==> config.mk <==
export PLATFORM = sky130hd
export DESIGN_NAME = regfile_wb_arbiter
export DESIGN_NICKNAME = d
export VERILOG_FILES = /design/src/rtl/regfile_wb_arbiter.sv
export SDC_FILE = /design/constraint.sdc
export NUM_CORES = 1
export LEC_CHECK = 0
export CAP_MARGIN = 20
export CORE_UTILIZATION = 45
export DETAILED_ROUTE_END_ITERATION = 8
export PLACE_DENSITY = 0.81
export SKIP_CTS_REPAIR_TIMING = 1
export SYNTH_ARGS = -nofsm -noshare
export SYNTH_HDL_FRONTEND = slang
export SYNTH_SLANG_ARGS = --single-unit
==> constraint.sdc <==
create_clock -name clk -period 2.27 [get_ports clk]
set_input_delay 0.454 -clock clk [delete_from_list [all_inputs] [get_ports clk]]
set_output_delay 0.454 -clock clk [all_outputs]
set_load 0.01 [all_outputs]
==> src/rtl/regfile_wb_arbiter.sv <==
// Write-port scheduler for the 64-entry register file.
// Round-robin A/B grant, registered issue stage, pending-write scoreboard.
module regfile_wb_arbiter #(
  parameter int ADDR_W         = 6,
  parameter int DATA_W         = 32,
  parameter int NREG           = 64,
  parameter int ZERO_HARDWIRED = 1
) (
  input  logic              clk,
  input  logic              rst_n,
  input  logic              a_valid,
  input  logic [ADDR_W-1:0] a_rd,
  input  logic [DATA_W-1:0] a_data,
  output logic              a_ready,
  input  logic              b_valid,
  input  logic [ADDR_W-1:0] b_rd,
  input  logic [DATA_W-1:0] b_data,
  output logic              b_ready,
  input  logic              claim_valid,
  input  logic [ADDR_W-1:0] claim_rd,
  input  logic [ADDR_W-1:0] q_rs1,
  input  logic [ADDR_W-1:0] q_rs2,
  output logic              q_busy1,
  output logic              q_busy2,
  output logic [ADDR_W-1:0] rd,
  output logic [DATA_W-1:0] wd3,
  output logic              regwrite
);

  typedef enum logic {
    FAV_A = 1'b0,
    FAV_B = 1'b1
  } rr_t;

  rr_t               rr_q;
  rr_t               rr_d;
  logic              grant_a;
  logic              grant_b;
  logic              grant;
  logic [ADDR_W-1:0] win_rd;
  logic [DATA_W-1:0] win_data;
  logic              win_zero;
  logic              claim_zero;
  logic              issue;
  logic [NREG-1:0]   sb_q;
  logic [NREG-1:0]   sb_d;

  // Grant one requester; the pointer only breaks ties.
  always_comb begin
    grant_a = 1'b0;
    grant_b = 1'b0;
    if (rst_n) begin
      if (a_valid && (!b_valid || rr_q == FAV_A)) begin
        grant_a = 1'b1;
      end else if (b_valid) begin
        grant_b = 1'b1;
      end
    end
  end

  assign grant   = grant_a | grant_b;
  assign a_ready = grant_a;
  assign b_ready = grant_b;

  // Select the winner's payload and detect discarded x0 writes.
  always_comb begin
    win_rd     = a_rd;
    win_data   = a_data;
    if (grant_b) begin
      win_rd   = b_rd;
      win_data = b_data;
    end
    win_zero   = (ZERO_HARDWIRED != 0) && (win_rd == '0);
    claim_zero = (ZERO_HARDWIRED != 0) && (claim_rd == '0);
    issue      = grant && !win_zero;
  end

  // Pointer moves to the other requester after every grant.
  always_comb begin
    rr_d = rr_q;
    if (grant_a) rr_d = FAV_B;
    if (grant_b) rr_d = FAV_A;
  end

  // Round-robin pointer register.
  always_ff @(posedge clk) begin
    if (!rst_n) rr_q <= FAV_A;
    else        rr_q <= rr_d;
  end

  // Issue stage: rd/wd3 hold when nothing is written.
  always_ff @(posedge clk) begin
    if (!rst_n) begin
      regwrite <= 1'b0;
      rd       <= '0;
      wd3      <= '0;
    end else begin
      regwrite <= issue;
      if (issue) begin
        rd  <= win_rd;
        wd3 <= win_data;
      end
    end
  end

  // Clear on commit, then set on claim so a same-edge claim wins.
  always_comb begin
    sb_d = sb_q;
    if (regwrite) sb_d[rd] = 1'b0;
    if (claim_valid && !claim_zero) sb_d[claim_rd] = 1'b1;
  end

  // Scoreboard register.
  always_ff @(posedge clk) begin
    if (!rst_n) sb_q <= '0;
    else        sb_q <= sb_d;
  end

  assign q_busy1 = sb_q[q_rs1];
  assign q_busy2 = sb_q[q_rs2];

endmodule

**After elaboration in Yosys (flattened, before gate mapping)**

Index checks and enable logic that the tools add are counted.

- Latch bits: 0
- ROM bits: 0
- Logic and storage cells: 46
- Memories kept: 0
- Flip-flop bits (word level): 104
- RAM bits: 0
- Input bits: 99

- Multiply operators: 0
- $lt $le $gt $ge: 6
- Multiplexer cells: 17
- Bitwise operators: 6
- Add/subtract/negate cells: 0
- Shifts and indexed selects: 0
- Reduce and logical (&&, ||, !) cells: 12
- Divide/modulo/power cells: 0
- Eq/ne operators: 0

Operators by type and width:

| operator | count |
|---|---|
| two-way mux 64 bit | 2 |
| AND 64 bit | 1 |
| inverter 64 bit | 1 |
| bitwise OR 64 bit | 1 |
| two-way mux 32 bit | 1 |
| less-than comparator 6 x 7 -> 1 bit, second input constant | 4 |
| binary-select mux 1 bit (select 6 bit) | 2 |
| demux 1 bit (select 6 bit) | 2 |
| greater-or-equal comparator 6 x 1 -> 1 bit, second input constant | 2 |
| logical NOT 6 bit | 2 |
| two-way mux 1 bit | 9 |
| two-way mux 6 bit | 1 |
| logical AND 1 bit | 5 |
| logical NOT 1 bit | 3 |
| inverter 1 bit | 2 |
| OR reduction 2 bit | 1 |
| logical OR 1 bit | 1 |
| bitwise OR 1 bit | 1 |

**Longest topological paths before layout**

- Word-level depth: 9
- Depth in mapped cells: 8
- Mapped depth without buffers: 5

**Least setup slack after synthesis**

Ideal clock, no wire load.

- Path kind: in2out
- Start point: input port q_rs2[2]
- End point: output port q_busy2
- Setup slack: -21 ps
- Buffers on the path: 1
- Stages on the path: 5
- Arrival time: 1837 ps
- Path through: buf_2 mux4_2 mux4_2 o22ai_1 o21ai_1

- Longest elaborated chain between the ends: 2

Ends and longest elaborated chain:

| item | line | RTL |
|---|---|---|
| start: declaration | 22 | `input logic [ADDR_W-1:0] q_rs2,` |
| binary-select mux 1 bit (select 6 bit) | 120 | `assign q_busy2 = sb_q[q_rs2];` |
| two-way mux 1 bit (not written as such) | 120 |  |
| end: declaration | 24 | `output logic q_busy2,` |

No other way between the ends. The select of a mux whose other input is x is not followed.

**Worst setup path after layout**

- Start point: register sb_q[63]
- End point: output port q_busy1

- Longest elaborated chain between the ends: 2

Ends and longest elaborated chain:

| item | line | RTL |
|---|---|---|
| start: declaration | 45 | `logic [NREG-1:0] sb_q;` |
| start signal: assignment | 115 | `if (!rst_n) sb_q <= '0;` |
| start signal: assignment | 116 | `else sb_q <= sb_d;` |
| binary-select mux 1 bit (select 6 bit) | 119 | `assign q_busy1 = sb_q[q_rs1];` |
| two-way mux 1 bit (not written as such) | 119 |  |
| end: declaration | 23 | `output logic q_busy1,` |

No other way between the ends. The select of a mux whose other input is x is not followed.

==> metrics.cfg <==
[placement]
gp_congestion=1.02
placed_area_mm2=0.00755
port_buffers=141
dpl_worst_slack_ns=-1.05
hpwl_um=13500

[worst_hold_path]
holdPathEnd=sb_q[10]
hold_start=sb_q[10]
hold-path-cell-count=2
holdCritPathClass=flop to flop

[cts]
path_clk_slew_ns=0.06
root_buffer=clkbuf_16
clock-sinks=104
htreeDepth=3
cts_tree=built
clock_latency_ns=0.35
cts_buffers=9
clock_path_buffers=2

[die]
die_y_um=113
core_area_mm2=0.0121
rows=40
initial_utilization_pct=46.2
ioPinCount=142
die_w_um=113
dieArea_mm2=0.0128

[detailed_routing]
vias=5661
firstDrtPassIters=6
wirelength_um=18600
routedWlPerCell_um=19.6
via_per_inst=5.97
drtIter0Drc=532
drc=0
ant_nets=0

[setup_path]
start_kind=flop
timing.rr.start=rd[0]
cp_slowest_stage_delay_ns=0.48
worstPathRequired_ns=1.82
arrival_ns=2.13
cp_cell_sequence=mux4_2, o211ai_1, a21oi_2, a2111oi_2, nor2_1, buf_2
worstPathMaxFanout=3
ff2ff_path_depth=5
crit_type=flop to output port
worst_setup_path_end_kind=output port
r2r_setup_slack_ns=0.56
r2r-end=sb_q[53]
crit_slowest_cell=mux4_2

[power_and_ir_drop]
power_mw=4.38
leakage_nw=3.25
ir_worst_vdd_uv=450
p_per_area_mw_per_mm2=548

[logic_synthesis]
synth_common_cells=nand2_1 (108), dfxtp_1 (104), o21ai_0 (70), a21boi_0 (57), mux2i_1 (39)
syn_inst=590
yosysTopAreaCell=dfxtp_1
avgSynthCellArea_um2=9.45
syn-cell-area_mm2=0.00558
syn_nets=689
synth_top_area_share_pct=37.3
synth_edf_count=0
synth-main-ff-cell=dfxtp_1
synth_cell_types=40
async_flop_share_pct=0
yosysSeqAreaShare_pct=37.3
ys_top_cells_by_area=dfxtp_1 (37%), mux4_2 (11%), a21boi_0 (7.7%)
ys_seq_elements=104
yosysWarnings=0
synth.most_common_cell=nand2_1

[finish]
num_antenna_cells=0
drive_above_1_share_pct=18.1
fin_nets=875
area_delta_synth_final_pct=43.4
stdcell_area_mm2=0.00800
nFillCells=909

[global_routing]
antenna_found_initial=0
gr-total-overflow=0
grt_max_degree=104
first_global_vias=5341
grt_pass1_wl_um=27700
track_usage_pct=28.1

[sta]
rsz0062_at_grt=yes
max_slew.worst_pin.slew_ns=0.876
fmax_mhz=388
slew_headroom_pct=41.6
setup_viol_count_final=2
finClkSkew_ns=0.00928
final.min_clock_period_ns=2.58
setup_ws_ns=-0.309
fin_crit_sh_pct=114
slew_violations=0
hold_viol_final=0

[outcome]
status=complete, but fails checks
violations=setup timing

[run]
drv_cap=0

metal layers:
layer / track usage (%) / up-vias / wire length [µm]
met4: 12.0 / 0 / 626
li1: - / 2548 / -
met3: 7.61 / 55 / 2090
met1: 35.4 / 2663 / 7150
met2: 45.4 / 395 / 8760
met5: 0 / - / 0
cell usage in the layout, fill, tap and decap left out, drive strengths merged, types with 8 or more instances in the layout:
cell type      count
o211a             38
mux4              33
buf               77
clkdlybuf4s50    131
a21boi            57
nor2              16
dfxtp            104
clkbuf            13
nand3             15
nand2            108
nor2b              8
o21ai             72
and2               9
mux2i             39
cell type report:
class / instances / area [µm²] / share of cell area [%]
inverters: 5 / 18.8 / 0.235
clock inverters: 5 / 56.3 / 0.704
flip-flops and latches: 104 / 2090 / 26.2
repair buffers: 215 / 2080 / 26.1
clock buffers: 11 / 233 / 2.91
well taps: 168 / 210 / 2.63
multi-input cells: 441 / 3300 / 41.3
sequential cells by signal, indices dropped and copies added (netlist names):
| register | count |
|---|---|
| rd | 6 |
| sb_q | 64 |
| wd3 | 32 |
| rr_q | 1 |
| regwrite | 1 |
critical path: cells and delay by family (launching register included):
kind            cells  cell delay, ns
compound gates      3            0.73
mux                 1            0.48
flops               1            0.35
buf+inv             1            0.14
simple gates        1            0.09
worst max path at each step:
stage                     endpoint  depth (start not counted)      from  slack [ns]
after global placement     q_busy1                          7  q_rs1[0]       -1.02
after CTS                  q_busy1                          7  q_rs1[0]       -1.05
after detailed placement   q_busy1                          7  q_rs1[0]       -1.05
after global routing       q_busy1                          6  sb_q[63]       -0.34
final                      q_busy1                          6  sb_q[63]       -0.31
after floorplan            q_busy1                          5  q_rs1[0]      0.0004
metrics by stage:
step	utilization, %	hold slack [ns]	TNS [ns]	std cells
2_1_floorplan	-	0.437	0	590
3_3_place_gp	62.6	0.479	-2.00	920
3_5_place_dp	62.6	0.484	-2.05	920
4_1_cts	65.0	0.493	-2.06	936
5_1_grt	66.3	0.527	-0.634	949
6_report	66.3	0.497	-0.554	949
power breakdown:
group | switching (mW) | internal, mW
clock | 0.681 | 0.856
combinational | 0.388 | 0.496
sequential | 0.0640 | 1.90
total | 1.13 | 3.25
logic make-up after synthesis:
kind of cell | Yosys count | share of synthesized area [%]
flops | 104 | 37.3
compound gates | 186 | 23.4
buf+inv | 45 | 3.57
simple gates | 182 | 14.8
mux | 73 | 20.9
Note: power is estimated with default switching activity, not from simulation.
